$ cat config.mk
export PLATFORM = sky130hd
export DESIGN_NAME = metro_call_dispatch
export DESIGN_NICKNAME = d
export VERILOG_FILES = /design/src/rtl/metro_call_dispatch.sv
export SDC_FILE = /design/constraint.sdc
export NUM_CORES = 1
export LEC_CHECK = 0
export BUFFER_PORTS_ARGS = -buffer_cell sky130_fd_sc_hd__buf_2
export CAP_MARGIN = 15
export CORE_MARGIN = 3
export CORE_UTILIZATION = 40
export CTS_CLUSTER_DIAMETER = 120
export DETAILED_ROUTE_END_ITERATION = 16
export PLACE_DENSITY = 0.56
export SETUP_SLACK_MARGIN = 0.02
export SYNTH_ARGS = -nofsm -noshare
export SYNTH_HDL_FRONTEND = slang
export SYNTH_SLANG_ARGS = --single-unit
$ cat constraint.sdc
create_clock -name clk -period 2.9 [get_ports clk]
set_input_delay 0.725 -clock clk [delete_from_list [all_inputs] [get_ports clk]]
set_output_delay 0.725 -clock clk [all_outputs]
set_load 0.05 [all_outputs]
$ cat src/rtl/metro_call_dispatch.sv
`default_nettype none
// ============================================================================
// Module   : metro_call_dispatch
// Brief    : Debounced station calls, SCAN target selection, valid/ack request
//            issue and arrival supervision for the metro track controller.
// Revision : 1.0
// ============================================================================
module metro_call_dispatch #(
    parameter int unsigned N_ST       = 6,
    parameter int unsigned DEB_CYCLES = 1000000,
    parameter logic [31:0] TMO_CYCLES = 32'd3000000000
) (
    input  logic            clk,
    input  logic            rst_n,
    input  logic [N_ST-1:0] call_btn,
    input  logic [N_ST-1:0] at_station,
    input  logic            req_ack,
    output logic            req_valid,
    output logic [2:0]      req_station,
    output logic            req_dir,
    output logic [N_ST-1:0] pending,
    output logic            busy,
    output logic            err_multi,
    output logic            err_timeout
);

    localparam int unsigned          C_DEB_W    = (DEB_CYCLES > 1) ? $clog2(DEB_CYCLES) : 1;
    localparam logic [C_DEB_W-1:0]   C_DEB_LAST = C_DEB_W'(DEB_CYCLES - 1);

    typedef enum logic [1:0] {
        S_IDLE   = 2'd0,
        S_SELECT = 2'd1,
        S_REQ    = 2'd2,
        S_WAIT   = 2'd3
    } state_t;

    state_t            r_state;
    logic [N_ST-1:0]   r_sync1;
    logic [N_ST-1:0]   r_sync2;
    logic [2:0]        r_last_pos;
    logic [31:0]       r_tmo_cnt;

    logic [N_ST-1:0]   w_set;
    logic [N_ST-1:0]   w_clr;
    logic [3:0]        w_pop;
    logic              w_one;
    logic              w_multi;
    logic [2:0]        w_at_idx;
    logic              w_up_found;
    logic [2:0]        w_up_idx;
    logic              w_dn_found;
    logic [2:0]        w_dn_idx;

    always_ff @(posedge clk or negedge rst_n) begin
        if (!rst_n) begin
            r_sync1 <= '0;
            r_sync2 <= '0;
        end else begin
            r_sync1 <= call_btn;
            r_sync2 <= r_sync1;
        end
    end

    // The set pulse fires in the same cycle the debounced level goes high.
    genvar gi;
    generate
        for (gi = 0; gi < N_ST; gi++) begin : g_deb
            logic [C_DEB_W-1:0] r_cnt;
            logic               r_lvl;

            always_ff @(posedge clk or negedge rst_n) begin
                if (!rst_n) begin
                    r_cnt <= '0;
                    r_lvl <= 1'b0;
                end else if (r_sync2[gi] == r_lvl) begin
                    r_cnt <= '0;
                end else if (r_cnt == C_DEB_LAST) begin
                    r_cnt <= '0;
                    r_lvl <= r_sync2[gi];
                end else begin
                    r_cnt <= r_cnt + 1'b1;
                end
            end

            assign w_set[gi] = r_sync2[gi] & ~r_lvl & (r_cnt == C_DEB_LAST);
        end
    endgenerate

    assign w_pop   = 4'($countones(at_station));
    assign w_one   = (w_pop == 4'd1);
    assign w_multi = (w_pop > 4'd1);
    assign w_clr   = w_multi ? '0 : at_station;

    always_comb begin
        w_at_idx   = '0;
        w_up_found = 1'b0;
        w_up_idx   = '0;
        w_dn_found = 1'b0;
        w_dn_idx   = '0;
        for (int i = 0; i < int'(N_ST); i++) begin
            if (at_station[i]) w_at_idx = 3'(i);
            if (pending[i] && (3'(i) < r_last_pos)) begin
                w_dn_found = 1'b1;
                w_dn_idx   = 3'(i);
            end
        end
        // Walk downward so the last hit is the lowest index above last_pos.
        for (int i = int'(N_ST) - 1; i >= 0; i--) begin
            if (pending[i] && (3'(i) > r_last_pos)) begin
                w_up_found = 1'b1;
                w_up_idx   = 3'(i);
            end
        end
    end

    always_ff @(posedge clk or negedge rst_n) begin
        if (!rst_n) begin
            r_state     <= S_IDLE;
            req_valid   <= 1'b0;
            req_station <= '0;
            req_dir     <= 1'b0;
            pending     <= '0;
            busy        <= 1'b0;
            err_multi   <= 1'b0;
            err_timeout <= 1'b0;
            r_last_pos  <= '0;
            r_tmo_cnt   <= '0;
        end else begin
            pending <= (pending | w_set) & ~w_clr;
            if (w_one)   r_last_pos <= w_at_idx;
            if (w_multi) err_multi  <= 1'b1;

            case (r_state)
                S_IDLE: begin
                    if ((pending & ~at_station) != '0) begin
                        r_state <= S_SELECT;
                        busy    <= 1'b1;
                    end
                end
                S_SELECT: begin
                    if (pending == '0) begin
                        r_state <= S_IDLE;
                        busy    <= 1'b0;
                    end else begin
                        r_state   <= S_REQ;
                        req_valid <= 1'b1;
                        if (!req_dir && w_up_found) begin
                            req_station <= w_up_idx;
                        end else if (req_dir && w_dn_found) begin
                            req_station <= w_dn_idx;
                        end else if (!req_dir && w_dn_found) begin
                            req_dir     <= 1'b1;
                            req_station <= w_dn_idx;
                        end else if (req_dir && w_up_found) begin
                            req_dir     <= 1'b0;
                            req_station <= w_up_idx;
                        end else begin
                            // Only the last docked station is pending (train moved off it).
                            req_station <= r_last_pos;
                        end
                    end
                end
                S_REQ: begin
                    if (req_ack) begin
                        r_state   <= S_WAIT;
                        req_valid <= 1'b0;
                        r_tmo_cnt <= '0;
                    end
                end
                S_WAIT: begin
                    if (at_station[req_station]) begin
                        r_state <= S_IDLE;
                        busy    <= 1'b0;
                    end else if (r_tmo_cnt >= (TMO_CYCLES - 32'd1)) begin
                        r_state     <= S_IDLE;
                        busy        <= 1'b0;
                        err_timeout <= 1'b1;
                    end else if (r_tmo_cnt != 32'hFFFF_FFFF) begin
                        r_tmo_cnt <= r_tmo_cnt + 32'd1;
                    end
                end
                default: begin
                    r_state <= S_IDLE;
                    busy    <= 1'b0;
                end
            endcase
        end
    end

endmodule
`default_nettype wire

Yosys cells after proc, flatten, opt, wreduce, memory -nomap -nowiden
Cells that the tools add are included.
- memories kept: 0
- input port bits: 15
- output and inout port bits: 14
- ROM bits: 0
- bits in latches: 0
- word-level logic and storage cells: 214
- RAM bits: 0
- register bits: 189
- multiplexer cells: 68
- divide/modulo/power cells: 0
- bitwise operators: 33
- equality and inequality tests: 25
- shift operators: 0
- reductions and logical operators: 37
- add/subtract/negate cells: 12
- multipliers: 0
- $lt $le $gt $ge: 15
- operators by type and width (operator ; number):
    20-bit 2-to-1 mux ; 12
    32-bit 2-to-1 mux ; 4
    20-bit by 1-bit adder with 20-bit output (second input constant) ; 6
    20-bit == test (second input constant) ; 6
    32-bit case mux with 2 select lines ; 1
    3-bit 2-to-1 mux ; 18
    32-bit by 1-bit adder with 32-bit output (second input constant) ; 1
    32-bit >= comparator (second input constant) ; 1
    32-bit inequality test (second input constant) ; 1
    1-bit 2-to-1 mux ; 23
    1-bit logical AND ; 16
    1-bit NOT ; 16
    2-bit inequality test (second input constant) ; 7
    2-bit AND reduction ; 7
    1-bit AND ; 12
    6-bit AND ; 2
    6-bit NOT ; 2
    2-bit 2-to-1 mux ; 5
    5-bit AND reduction ; 2
    3-bit AND reduction ; 3
    2-bit case mux with 4 select lines ; 1
    1-bit by 1-bit adder with 2-bit output ; 3
    1-bit == test ; 6
    1-bit by 3-bit greater-than comparator with 1-bit output (first input constant) ; 2
    25 further kinds ; 33

Depth between registers and ports, before layout
- depth after elaboration: 13
- gate-level depth with buffers: 12
- mapped depth without buffers: 11

Worst setup path before layout
Ideal clock, no wire load.
- path type: input to register
- start: input at_station[0]
- end: register r_last_pos[0]
- buffers on the path: 1
- library setup time: 118 ps
- slack: -262 ps
- stages: 11
- arrival time: 3044 ps
- data required time: 2782 ps
- cell sequence: fa_1 inv_1 fa_1 inv_1 ha_1 inv_1 fa_1 and2_1 clkbuf_1 nand2_1 a21o_1
- longest elaborated chain between the ends: 4
- RTL lines (element ; RTL line ; RTL):
    start, declared ; 16 ; input logic [N_ST-1:0] at_station,
    1-bit by 1-bit adder with 2-bit output (implied by the code) ; 89 ; assign w_pop = 4'($countones(at_station));
    2-bit by 2-bit adder with 3-bit output (implied by the code) ; 89 ;
    3-bit by 2-bit adder with 4-bit output (implied by the code) ; 89 ;
    4-bit by 1-bit == test with 1-bit output ; 90 ; assign w_one = (w_pop == 4'd1);
    end signal, assigned ; 130 ; if (w_one) r_last_pos <= w_at_idx;
    end, declared ; 40 ; logic [2:0] r_last_pos;
Every way passes these cells.
A chain may end at the register's enable or synchronous reset.

Worst setup path in the final report
- start: input at_station[0]
- end: register pending[2]
- longest elaborated chain between the ends: 7
- RTL lines (element ; RTL line ; RTL):
    1-bit by 1-bit adder with 2-bit output (implied by the code) ; 89 ;
    2-bit by 2-bit adder with 3-bit output (implied by the code) ; 89 ;
    3-bit by 2-bit adder with 4-bit output (implied by the code) ; 89 ;
    4-bit by 1-bit greater-than comparator with 1-bit output ; 91 ; assign w_multi = (w_pop > 4'd1);
    6-bit 2-to-1 mux ; 92 ; assign w_clr = w_multi ? '0 : at_station;
    6-bit NOT ; 129 ; pending <= (pending | w_set) & ~w_clr;
    6-bit AND ; 129 ;
    end signal, assigned ; 129 ;
    end, declared ; 21 ; output logic [N_ST-1:0] pending,
Every way passes these cells.

==> results by group <==
Setup path
  • Kind of critical path: in2reg
  • CP Data Required Time: 3.22 ns
  • Worst r2r src: req_station[0]$_DFFE_PN0P_
  • CP Max Fanout: 7
  • Critical path arrival: 3.05 ns
  • Reg2Reg Setup Slack: 0.40 ns
  • Worst reg2reg path depth: 7
  • Reg2reg end: r_tmo_cnt[29]$_DFFE_PN0P_
  • CP Capture Type: flop
  • Crit path launch type: input pin

Layout
  • FILL cells: 2259
  • Non-filler cells, final: 1337
  • Layout Nets: 1043
  • Layout cells sized above 1: 10.6%
  • ANT cells: 0
  • Area grow syn2layout: 12.7%
  • Design Area, Final: 10700 sq um

Synthesis
  • Post-Syn Area: 9480 sq um
  • Top_reg_cell synth: dfrtp_1
  • Yosys reg bits: 189
  • Post-synthesis sequential area ratio: 49.9%
  • Synth Instances: 974
  • Mean Syn Cell Area: 9.73 sq um
  • Yosys top cell area share: 49.9%
  • Number of distinct library cells after synthesis: 68
  • Most frequent cells after synthesis: 189 x dfrtp_1, 163 x nor2_1, 79 x xor2_1
  • Ys async rst share: 100%
  • Top-count cell post-synth: dfrtp_1
  • Cell taking the most area after synthesis: dfrtp_1
  • Syn Nets: 1006
  • Number of synthesized flops with an enable pin: 0
  • Synth top area cells: dfrtp_1 50%, xor2_1 7.3%, nor2_1 6.5%
  • YS warnings: 0

Power
  • Switching share of power: 29.8%
  • Comb power frac: 12.9%
  • Total power divided by cell area: 564 nW/um^2
  • Peak supply drop: 0.373 mV
  • Clock network fraction of total power: 38.5%
  • Static Leak: 4.62 nW
  • Sequential share of power: 48.7%
  • Net Sw Power: 1.79 mW
  • Cell Int Power: 4.23 mW

Routing
  • Top Metal Used: met4
  • Metal1 wirelength: 9.50 mm
  • Vias: 6886
  • Vias per cell: 5.15
  • Metal2 WL: 8.88 mm
  • DR WL met3: 610 um
  • DRC Markers: 0
  • WL/cell: 14.4 um
  • First DRT Iteration DRCs: 434
  • ANT nets after route: 0
  • Total wire length: 19.2 mm
  • First-pass DRT Iterations: 5

Global routing
  • Vias in the first global route: 6995
  • Initial antenna violation count: 0
  • Gr usage total: 15.8%
  • Largest net degree at the start of global routing: 60
  • First-pass GRT wire length: 34.0 mm
  • Gr ovfl total: 0

Floorplan
  • Total core area: 23000 sq um
  • Horiz. Die Dim: 160 um
  • Ports: 29
  • Row count: 55
  • Die Y: 160 um
  • Effective utilization at floorplan: 41.2%
  • Die ar.: 25600 sq um

Clock tree
  • Clk root buf: clkbuf_16
  • Cells resized by post-CTS repair: 0
  • # hold bufs at CTS: 0
  • H-tree depth: 4
  • Clock buffer depth: 2
  • Clock sink count: 189
  • Worst skew pair latency: 0.43 ns
  • Cts bufs inserted: 17
  • Setup bufs post-CTS: 0
  • Worst-path clk slew: 0.07 ns
  • TritonCTS clock tree: built

STA
  • Worst slew margin: 56.1%
  • Slew @ Worst Pin: 0.659 ns
  • Fmax: 366 MHz
  • Post-route setup TNS: 0 ns
  • Final Hold Vio Count: 0
  • Period utilisation layout: 94.2%
  • RSZ-0062 raised after global routing: no
  • Clk_skew: 0.0115 ns
  • Crit path time final: 2.73 ns
  • Final setup violation count: 0
  • Max-slew violations: 0

Run status
  • Status: complete, no violations

Place
  • Gpl congestion: 0.828
  • Dpl cell area: 10100 sq um
  • Dpl hpwl: 13.2 mm
  • I/O Buffers: 28
  • Cell total after placement: 1305

Flow run
  • Maxcap violations: 0

Worst hold path
  • Hold Path Class: in2async
[layer usage]
metal	global-route usage, %	vias up
li1	-	3449
met1	21.6	3342
met2	25.8	79
met3	3.19	16
met4	4.54	0
met5	0	-
[layout make-up]
class	instances	area, sq um	share of cell area, %
flip-flops and latches	189	4730	44.3
multi-input cells	717	4500	42.1
clock buffers	19	443	4.15
well taps	313	392	3.67
repair buffers	52	354	3.32
clock inverters	13	131	1.23
inverters	34	128	1.20
[per-stage QoR]
| step | setup slack (ns) | total power [mW] | hold WS (ns) | util [%] |
|---|---|---|---|---|
| finish | 0.167 | 6.02 | 0.260 | 46.4 |
| global route | 0.0872 | 6.31 | 0.299 | 46.4 |
| detailed placement | -0.264 | 3.76 | 0.337 | 43.9 |
| floorplan | -0.127 | 3.48 | 0.331 | - |
| CTS | 0.199 | 6.11 | 0.275 | 46.4 |
| global placement | -0.239 | 3.75 | 0.337 | 43.9 |
[cells by family (layout without fill, tap and decap cells)]
family / count (synthesis) / count (layout) / synth area share [%]
and+or+nand+nor: 460 / 460 / 24.5
DFF: 189 / 189 / 49.9
xor gates and xnor gates: 120 / 120 / 11.1
AOI/OAI and AO/OA: 109 / 109 / 7.84
buffers and inverters: 68 / 118 / 2.79
adders and majority gates: 17 / 17 / 2.48
muxes: 11 / 11 / 1.40
[flip-flops by register name, indices dropped and copies added (netlist names), 3 cells and up, named ones only]
name,cells
r_tmo_cnt,32
req_station,3
g_deb.r_cnt,120
pending,6
r_sync1,6
r_sync2,6
r_last_pos,3
g_deb.r_lvl,6
[worst max path at each step]
stage                       start                         to  depth (start not counted)
finish              at_station[0]       pending[2]$_DFF_PN0_                         11
global route        at_station[0]       pending[2]$_DFF_PN0_                         11
CTS                 at_station[0]       pending[0]$_DFF_PN0_                         11
detailed placement  at_station[0]       pending[2]$_DFF_PN0_                         11
global placement    at_station[0]       pending[1]$_DFF_PN0_                         11
floorplan           at_station[0]  r_last_pos[0]$_DFFE_PN0P_                         12
[cells in the final DEF (no fill, tap or decap), types with 14 or more instances in the layout]
cell	netlist	routed
buf_4	0	22
o21ai_0	16	15
a21oi_1	42	42
and4_1	14	14
nand2_1	67	66
nor2_1	163	163
nand4_1	20	20
and3_1	33	33
nand3_1	72	72
xnor2_1	41	41
dfrtp_1	189	189
buf_2	1	27
nor3_1	15	15
inv_1	34	33
xor2_1	79	79
clkbuf_16	0	17
[critical path, cell delays in order]
cell and delay, ns:
buf_2 0.12, fa_1 0.52, inv_1 0.05, fa_1 0.43, inv_1 0.08, ha_2 0.16, inv_2 0.04, fa_1 0.48
and2_1 0.18, buf_4 0.18, a21oi_1 0.08
[power groups by stage]
stage               clock (mW)  combinational (mW)  sequential [mW]
finish                    2.32               0.775             2.93
global route              2.50               0.861             2.96
detailed placement           0               0.783             2.98
floorplan                    0               0.480             3.00
CTS                       2.40               0.785             2.93
global placement             0               0.773             2.98
(Power assumes the default switching activity.)
